--- src/rtl/multicycle_controller.sv ---
// Multicycle CPU control FSM: fetch/decode/exec/mem/writeback sequencing plus a retired-instruction counter.
// Define MULTICYCLE_CONTROLLER_HALT_EN to make opcode 1111 stop the machine; otherwise it is an illegal opcode.
module multicycle_controller #(
    parameter int WIDTH = 16
) (
    input  logic             clk,
    input  logic             reset,
    input  logic [WIDTH-1:0] instr,
    input  logic             zero,
    input  logic             mem_ready,
    output logic             memtoreg,
    output logic             pcsrc,
    output logic             alusrc,
    output logic             regdst,
    output logic             regwrite,
    output logic             jump,
    output logic [2:0]       alucontrol,
    output logic             pcen,
    output logic             irwrite,
    output logic             memwrite,
    output logic             mem_req,
    output logic [WIDTH-1:0] instr_count,
    output logic             halted,
    output logic [2:0]       state_dbg
);

    typedef enum logic [2:0] {
        S_FETCH  = 3'd0,
        S_DECODE = 3'd1,
        S_EXEC   = 3'd2,
        S_MEM    = 3'd3,
        S_WB     = 3'd4,
        S_HALT   = 3'd5
    } state_t;

    state_t           state_q, state_d;
    logic [WIDTH-1:0] count_q, count_d;
    logic             retire;

    logic [3:0] op;
    logic [2:0] funct;
    logic       is_r, is_addi, is_lw, is_sw, is_beq, is_j, is_halt, r_ok;
    logic       unused_instr_bits;

    assign op                = instr[15:12];
    assign funct             = instr[2:0];
    assign unused_instr_bits = ^instr;
    assign is_r              = (op == 4'b0000);
    assign is_addi           = (op == 4'b0001);
    assign is_lw             = (op == 4'b0010);
    assign is_sw             = (op == 4'b0011);
    assign is_beq            = (op == 4'b0100);
    assign is_j              = (op == 4'b0101);
`ifdef MULTICYCLE_CONTROLLER_HALT_EN
    assign is_halt           = (op == 4'b1111);
`else
    assign is_halt           = 1'b0;
`endif
    // R-type funct codes above SLT have no ALU operation behind them.
    assign r_ok              = (funct <= 3'b100);

    always_comb begin
        state_d = state_q;
        retire  = 1'b0;
        case (state_q)
            S_FETCH:  if (mem_ready) state_d = S_DECODE;
            S_DECODE: begin
                if (is_halt) begin
                    state_d = S_HALT;
                end else if (is_r || is_addi || is_lw || is_sw || is_beq) begin
                    state_d = S_EXEC;
                end else begin
                    state_d = S_FETCH;
                    retire  = 1'b1;
                end
            end
            S_EXEC: begin
                if ((is_r && r_ok) || is_addi) begin
                    state_d = S_WB;
                end else if (is_lw || is_sw) begin
                    state_d = S_MEM;
                end else begin
                    state_d = S_FETCH;
                    retire  = 1'b1;
                end
            end
            S_MEM: begin
                if (mem_ready) begin
                    state_d = is_sw ? S_FETCH : S_WB;
                    retire  = is_sw;
                end
            end
            S_WB: begin
                state_d = S_FETCH;
                retire  = 1'b1;
            end
            S_HALT:   state_d = S_HALT;
            default:  state_d = S_FETCH;
        endcase
        count_d = retire ? count_q + {{(WIDTH-1){1'b0}}, 1'b1} : count_q;
    end

    always_ff @(posedge clk or posedge reset) begin
        if (reset) begin
            state_q <= S_FETCH;
            count_q <= '0;
        end else begin
            state_q <= state_d;
            count_q <= count_d;
        end
    end

    // Outputs are decoded from the current state; reset masks them so a pending request dies at once.
    always_comb begin
        memtoreg   = 1'b0;
        pcsrc      = 1'b0;
        alusrc     = 1'b0;
        regdst     = 1'b0;
        regwrite   = 1'b0;
        jump       = 1'b0;
        alucontrol = 3'b000;
        pcen       = 1'b0;
        irwrite    = 1'b0;
        memwrite   = 1'b0;
        mem_req    = 1'b0;
        halted     = 1'b0;
        if (!reset) begin
            case (state_q)
                S_FETCH: begin
                    mem_req = 1'b1;
                    pcen    = mem_ready;
                    irwrite = mem_ready;
                end
                S_DECODE: begin
                    jump = is_j;
                    pcen = is_j;
                end
                S_EXEC: begin
                    if (is_r && r_ok) begin
                        alucontrol = funct;
                    end else if (is_addi || is_lw || is_sw) begin
                        alusrc = 1'b1;
                    end else if (is_beq) begin
                        alucontrol = 3'b001;
                        pcsrc      = zero;
                        pcen       = zero;
                    end
                end
                S_MEM: begin
                    mem_req  = 1'b1;
                    memwrite = is_sw;
                    alusrc   = 1'b1;
                end
                S_WB: begin
                    regwrite = 1'b1;
                    regdst   = is_r;
                    memtoreg = is_lw;
                end
                S_HALT:  halted = 1'b1;
                default: ;
            endcase
        end
    end

    assign instr_count = count_q;
    assign state_dbg   = state_q;

endmodule

--- config.mk ---
export PLATFORM = sky130hd
export DESIGN_NAME = multicycle_controller
export DESIGN_NICKNAME = d
export VERILOG_FILES = /design/src/rtl/multicycle_controller.sv
export SDC_FILE = /design/constraint.sdc
export NUM_CORES = 1
export LEC_CHECK = 0
export CAP_MARGIN = 20
export CORE_MARGIN = 2
export CORE_UTILIZATION = 44
export CTS_CLUSTER_DIAMETER = 100
export DETAILED_ROUTE_END_ITERATION = 12
export HOLD_SLACK_MARGIN = 0.15
export PLACE_DENSITY = 0.85
export SYNTH_ARGS = -nofsm -noshare
export SYNTH_HDL_FRONTEND = slang
export SYNTH_SLANG_ARGS = --single-unit
--- constraint.sdc ---
create_clock -name clk -period 5.3 [get_ports clk]
set_clock_uncertainty 0.05 [all_clocks]
set_input_delay 0.53 -clock clk [delete_from_list [all_inputs] [get_ports clk]]
set_output_delay 0.53 -clock clk [all_outputs]
set_load 0.005 [all_outputs]
==> results of run 1 <==
worst paths after layout:
check	from	end	slack [ps]	depth (start not counted)
worst max-delay path	reset	memtoreg	2000	5
worst min-delay path	instr_count[15]	instr_count[15]	450	1
worst max register to register	state_dbg[1]	instr_count[1]	3130	5
worst min register to register	instr_count[15]	instr_count[15]	450	1
max in group asynchronous	reset	instr_count[5]	3900	2
min in group asynchronous	reset	instr_count[13]	800	2
cells in the final DEF, fill, tap and decap left out, types with 4 or more instances in the layout:
master and count:
dfrtp_1 19, nor2b_1 4, nand2_1 18, nand4_1 9, nand3_1 9, nor3_1 8, clkdlybuf4s50_1 43, inv_1 4
xnor2_1 14, nor2_1 12, a21oi_1 6
layout make-up:
class | instances | area (um^2) | area share
Multi-Input combinational cell | 106 | 629 | 0.390
Timing Repair Buffer | 43 | 430 | 0.266
Clock buffer | 3 | 22.5 | 0.0139
Sequential cell | 19 | 475 | 0.294
Clock inverter | 1 | 5.00 | 0.00310
Tap cell | 30 | 37.5 | 0.0232
Inverter | 4 | 15.0 | 0.00930
power by group:
part,leakage [nW],total [W],switching (W),internal (W)
clock,0.0177,0.0000756,0.0000475,0.0000282
sequential,0.255,0.000145,0,0.000145
combinational,0.347,0.0000209,0.0000110,0.00000996
total,0.619,0.000241,0.0000584,0.000183
per-layer routing:
metal,part of all wire,vias to the layer above
met3,0.050,5
li1,-,560
met2,0.49,40
met1,0.44,562
met4,0.014,0
met5,0,-
through the flow:
stage	std cells	power [W]
detailed placement	202	0.000169
CTS	206	0.000243
global placement	202	0.000168
finish	206	0.000241
global route	206	0.000253
floorplan	133	0.000155
registers in the layout, summed over array words and instances, names as in the netlist:
name and flops:
instr_count 16, state_dbg 3
worst reg2reg max path: cells and delay by family (launching register included):
family,cells,cell delay (ps)
AND/OR/NAND/NOR,2,630
flip-flops,1,530
AO/OA/AOI/OAI,2,490
multiplexers,1,370
cell families after synthesis:
family / count (synthesis)
compound gates: 14
xor+xnor: 15
fa+ha+maj: 1
buf+inv: 8
flops: 19
mux: 2
simple gates: 74
==> metrics.md, run 1 <==
| Metric | Value |
|---|---|
| Via/cell ratio | 5.67 |
| Yosys top cell by area | dfrtp_1 |
| Final WS setup | 2000 ps |
| Pleak | 0.619 nW |
| CP arrival | 2720 ps |
| CTS tree | done |
| Synth Area in Compound Gates | 0.0765 |
| P&R area growth vs syn | 41.1% |
| Max FO, Critical Path | 21 |
| TritonCTS Buffers | 3 |
| Largest family of logic cells by synthesized area | simple AND/OR/NAND/NOR gates |
| Hold WC Path Type | flop to flop |
| Clock Sinks | 19 |
| Most used standard cell by instance count after synthesis | dfrtp_1 |
| Post-route ant nets | 0 |
| CTS H-tree depth | 1 |
| Clk pin slew, worst setup/hold paths | 120 ps |
| RSZ-0062 raised after global routing | no |
| Most frequent cells after synthesis | dfrtp_1 (19), nand2_1 (18), xnor2_1 (14) |
| Area of the die | 3030 um^2 |
| Routed WL per cell | 14.3 um |
| Die Wd | 55.0 um |
| Grt total ovfl | 0 |
| Yosys warning total | 0 |
| Buf/Inv on CP | 3 |
| Post-synth EDFFs | 0 |
| Synthesized flop and latch total | 19 |
| Adder-cell share of the synthesized area | 0.0109 |
| Initial antenna violation count | 0 |
| First-pass GRT wire length | 4660 um |
| Post-CTS sizing | 0 |
| Core footprint | 2480 um^2 |
| Avg Cell Area, Syn | 8.61 um^2 |
| Seq/Total Area, Yosys | 0.415 |
| I/O pin cnt | 53 |
| Pre-CTS setup slack | 1950 ps |
| Critical path class | input port to output port |
| Critical-path cell list | clkdlybuf4s50_1 > inv_1 > nand3_1 > nor3_1 > clkdlybuf4s50_1 |
| Slew Limit Fails | 0 |
| Final instance area | 1620 um^2 |
| Multiplexer area fraction after synthesis | 0.0186 |
| Most common flop cell mapped by yosys | dfrtp_1 |
| Clk buf depth | 2 |
| Area post-placement | 1590 um^2 |
| Total track usage | 0.214 |
| Max_slew headroom | 0.483 |
| Post-synthesis xor/xnor area fraction | 0.115 |
| GPL Wtd Cong | 0.885 |
| Core Rows | 18 |
| Hold WS | 446 ps |
| CP max stage delay | 630 ps |
| Latest clock arrival within the worst-skew pair | 310 ps |
| Met3 GRT Util | 0.0349 |
| Area share of the largest cell type after synthesis | 0.415 |
| Vias in the first global route | 1058 |
| Met2 global-route usage | 0.375 |
| Synth top area cells | dfrtp_1 (42%), xnor2_1 (11%), nand2_1 (5.9%), nand4_1 (4.9%), nand3_1 (3.9%) |
| Cells after synthesis | 133 |
| Ys async rst share | 1.00 |
| Largest net degree at the start of global routing | 22 |
| Simple-gate share of the synthesized area | 0.329 |
| Synthesized cell area | 1140 um^2 |
| TNS Setup | 0 ps |
| Via count | 1167 |
| Crit path max-delay family | buffers and inverters |
| Worst-margin pin slew | 774 ps |
| Hold Fails Final Rpt | 0 |
| Fin util | 0.652 |
| Status | complete, no violations |
| Pwr Density | 149 nW/um^2 |
| Syn Nets | 154 |
| Hold-fix buffers at CTS | 0 |
| Critical Path Sink Type | output port |
| DPL Wire Length | 2220 um |
| Peak VDD IR | 0.0963 mV |
| CP max-delay cell | inv_1 |
| MaxCap Viol Count | 0 |
| Met1 Usage GRT | 0.265 |
| Synth unique cells | 33 |
| Min cycle time layout | 3300 ps |
| Fmax achieved | 303 MHz |
| Final antenna diode count | 0 |
| Port-buffer cells | 43 |
| Fillcell total | 208 |
| WP data required | 4720 ps |
| Fin crit share | 0.623 |
| GR peak layer | met2 |
| Share of layout cells above drive strength 1 | 0.0455 |
| Die Ht | 55.0 um |
| Final setup vio count | 0 |
| CP Launch Type | input port |
| CP most frequent cell | clkdlybuf4s50_1 |
| Drt pass-1 iters | 4 |
| Final net count | 198 |
| Initial Util | 0.462 |
| Root buf cell | clkbuf_4 |
| Post-Route WL | 2940 um |
| DRT iter0 DRCs | 28 |
| DRC | 0 |
| Post-CTS Setup Bufs | 0 |
Note: power is estimated with default switching activity, not from simulation.
==> run 2, diff against run 1 <==
--- a/config.mk
+++ b/config.mk
@@ -7,11 +7,11 @@
 export LEC_CHECK = 0
 export CAP_MARGIN = 20
 export CORE_MARGIN = 2
-export CORE_UTILIZATION = 44
+export CORE_UTILIZATION = 37
 export CTS_CLUSTER_DIAMETER = 100
 export DETAILED_ROUTE_END_ITERATION = 12
 export HOLD_SLACK_MARGIN = 0.15
-export PLACE_DENSITY = 0.85
+export PLACE_DENSITY = 0.76
 export SYNTH_ARGS = -nofsm -noshare
 export SYNTH_HDL_FRONTEND = slang
 export SYNTH_SLANG_ARGS = --single-unit
==> constraint.sdc (replaced) <==
create_clock -name clk -period 2.8 [get_ports clk]
set_clock_uncertainty 0.05 [all_clocks]
set_input_delay 0.28 -clock clk [delete_from_list [all_inputs] [get_ports clk]]
set_output_delay 0.28 -clock clk [all_outputs]
set_load 0.005 [all_outputs]
==> run 2 against run 1 <==
Effect of this change:
- die area increased by 17%
- cell area increased by 1.7%
- combinational power increased by 97%
- power increased by 89%
- first-iteration DRC count increased by 36%
- routed wire length decreased by 0.14%
- sequential power increased by 89%
- cell count increased by 2.9%
- hold slack got worse by 140 ps
- worst setup slack got worse by 1800 ps
- largest cell class unchanged
- via count decreased by 0.43%
- register-to-register slack got worse by 2500 ps
==> metrics.md, run 2 (synthesized netlist as in run 1, its figures left out) <==
| Metric | Value |
|---|---|
| CP max stage delay | 550 ps (was 630 ps) |
| Buf/Inv on CP | 1 (was 3) |
| RSZ-0062 raised after global routing | no (unchanged) |
| Final antenna diode count | 0 (unchanged) |
| Pwr Total | 0.000457 W (was 0.000241 W) |
| Post-route ant nets | 0 (unchanged) |
| Hold Fails Final Rpt | 0 (unchanged) |
| Area of the die | 3560 um^2 (was 3030 um^2) |
| WP data required | 2470 ps (was 4720 ps) |
| P_int | 0.000347 W (was 0.000183 W) |
| DRT iter0 DRCs | 38 (was 28) |
| Final setup vio count | 0 (unchanged) |
| MaxCap Viol Count | 0 (unchanged) |
| Critical path class | flop to output port (was input port to output port) |
| Largest net degree at the start of global routing | 17 (was 22) |
| CP Launch Type | flop (was input port) |
| Crit. path cell count | 6 (was 5) |
| Post-CTS Setup Bufs | 0 (unchanged) |
| TNS Setup | 0 ps (unchanged) |
| Drt pass-1 iters | 4 (unchanged) |
| I/O pin cnt | 53 (unchanged) |
| Max_slew headroom | 0.742 (was 0.483) |
| CP max-delay cell | clkdlybuf4s50_1 (was inv_1) |
| Root buf cell | clkbuf_4 (unchanged) |
| Status | complete, no violations (unchanged) |
| Fin crit share | 0.942 |
| Total track usage | 0.175 (was 0.214) |
| GPL Wtd Cong | 0.922 (was 0.885) |
| CP most frequent cell | nand2_1 (was clkdlybuf4s50_1) |
| Grt total ovfl | 0 (unchanged) |
| CTS H-tree depth | 1 (unchanged) |
| Crit path max-delay family | simple AND/OR/NAND/NOR gates (was buffers and inverters) |
| Switching share of power | 0.240 (was 0.242) |
| DPL Wire Length | 2230 um (was 2220 um) |
| Routed WL per cell | 13.8 um (was 14.3 um) |
| Die Wd | 59.6 um (was 55.0 um) |
| Clk pin slew, worst setup/hold paths | 110 ps (was 120 ps) |
| P&R area growth vs syn | 43.5% (was 41.1%) |
| Final instance area | 1640 um^2 (was 1620 um^2) |
| Seq pwr share | 0.600 (about the same) |
| Core footprint | 3000 um^2 (was 2480 um^2) |
| Pre-CTS setup slack | 325 ps (was 1950 ps) |
| Share of layout cells above drive strength 1 | 0.0670 (was 0.0455) |
| Critical Path Sink Type | output port (unchanged) |
| Final net count | 201 (was 198) |
| Die Ht | 59.6 um (was 55.0 um) |
| Final WS setup | 161 ps (was 2000 ps) |
| CTS tree | done (unchanged) |
| Power share of the clock group | 0.310 (was 0.313) |
| Initial Util | 0.381 (was 0.462) |
| TritonCTS Buffers | 3 (unchanged) |
| Core Rows | 20 (was 18) |
| Via/cell ratio | 5.48 (was 5.67) |
| Worst-margin pin slew | 385 ps (was 774 ps) |
| Net Sw Power | 0.000110 W (was 0.0000584 W) |
| Max FFs per register | 16 (unchanged) |
| Logic pwr share | 0.090 (was 0.087) |
| Pleak | 0.631 nW (was 0.619 nW) |
| Fillcell total | 283 (was 208) |
| Pwr Density | 278 nW/um^2 (was 149 nW/um^2) |
| Max FO, Critical Path | 11 (was 21) |
| Slew Limit Fails | 0 (unchanged) |
| First-pass GRT wire length | 4770 um (was 4660 um) |
| Vias in the first global route | 1162 (was 1058) |
| Post-Route WL | 2930 um (was 2940 um) |
| Critical-path cell list | nor2b_1 > nand2_1 > nor3_1 > nand2_1 > nor4_1 > clkdlybuf4s50_1 (was clkdlybuf4s50_1 > inv_1 > nand3_1 > nor3_1 > clkdlybuf4s50_1) |
| Reg2reg path depth | 5 (unchanged) |
| CP arrival | 2310 ps (was 2720 ps) |
| DRC | 0 (unchanged) |
| Hold WC Path Type | input port to async pin (was flop to flop) |
| Most frequent cells in the layout | clkdlybuf4s50_1 (43), nand2_1 (18), dfrtp_1 (18) (was clkdlybuf4s50_1 (43), dfrtp_1 (19), nand2_1 (18)) |
| Initial antenna violation count | 0 (unchanged) |
| Fin util | 0.547 (was 0.652) |
| Port-buffer cells | 43 (unchanged) |
| Commonest non-fill, non-tap cell in the layout | clkdlybuf4s50_1 (unchanged) |
| Clock Sinks | 19 (unchanged) |
| Latest clock arrival within the worst-skew pair | 310 ps (about the same) |
| Clk buf depth | 2 (unchanged) |
| Via count | 1162 (was 1167) |
| Min cycle time layout | 2640 ps |
| Fmax achieved | 379 MHz |
| Area post-placement | 1610 um^2 (was 1590 um^2) |
| Peak VDD IR | 0.131 mV (was 0.0963 mV) |
-- run 2: power by group through the flow --
stage                     registers, W  clock network (W)   logic, W
after floorplan               0.000280                  0  0.0000146
final                         0.000274           0.000142  0.0000411
after global placement        0.000280                  0  0.0000401
after CTS                     0.000274           0.000146  0.0000414
after global routing          0.000274           0.000154  0.0000451
after detailed placement      0.000280                  0  0.0000412
-- run 2: final timing paths --
path | startpoint | to | slack [ps]
worst max-delay path | state_dbg[0] | alucontrol[2] | 160
worst min-delay path | reset | instr_count[13] | 300
worst max register to register | state_dbg[0] | instr_count[1] | 670
worst min register to register | instr_count[15] | instr_count[15] | 450
max in group asynchronous | reset | state_dbg[1] | 1940
min in group clk | instr_count[15] | instr_count[15] | 450
-- run 2: cell type report --
cell class	count	area [um^2]	area share
inverters	4	15.0	0.00914
clock inverters	1	5.00	0.00305
multi-input cells	106	629	0.383
repair buffers	46	453	0.276
clock buffers	3	22.5	0.0137
well taps	33	41.3	0.0251
flip-flops and latches	19	477	0.290
-- run 2: worst reg2reg max path: cells and delay by family (launching register included) --
| kind | cells | cell delay [ps] |
|---|---|---|
| AOI/OAI and AO/OA | 2 | 460 |
| DFF | 1 | 510 |
| and+or+nand+nor | 2 | 630 |
| muxes | 1 | 370 |
-- run 2: repair_timing --
| action | CTS | global route |
|---|---|---|
| hold buffers | 0 | 0 |
| gates resized for setup | 0 | 1 |
| setup endpoints to repair | 0 | 1 |
| hold endpoints to repair | 0 | 0 |
-- run 2: per-layer routing --
metal,GRT usage,share of wire,vias up
li1,-,-,563
met1,0.201,0.43,530
met2,0.309,0.48,61
met3,0.0371,0.072,8
met4,0.0794,0.015,0
met5,0,0,-
-- run 2: stage by stage --
step / hold WS (ps) / cells
after floorplan: 195 / 133
after CTS: 302 / 212
final: 302 / 212
after global routing: 313 / 212
after detailed placement: 432 / 208
after global placement: 413 / 208
==> run 3, diff against run 2 <==
--- a/config.mk
+++ b/config.mk
@@ -5,10 +5,10 @@
 export SDC_FILE = /design/constraint.sdc
 export NUM_CORES = 1
 export LEC_CHECK = 0
+export ABC_CLOCK_PERIOD_IN_PS = 2800
 export CAP_MARGIN = 20
 export CORE_MARGIN = 2
 export CORE_UTILIZATION = 37
-export CTS_CLUSTER_DIAMETER = 100
 export DETAILED_ROUTE_END_ITERATION = 12
 export HOLD_SLACK_MARGIN = 0.15
 export PLACE_DENSITY = 0.76
==> results of run 3 <==
No change in the layout: final DEF, timing and power equal those of run 2.
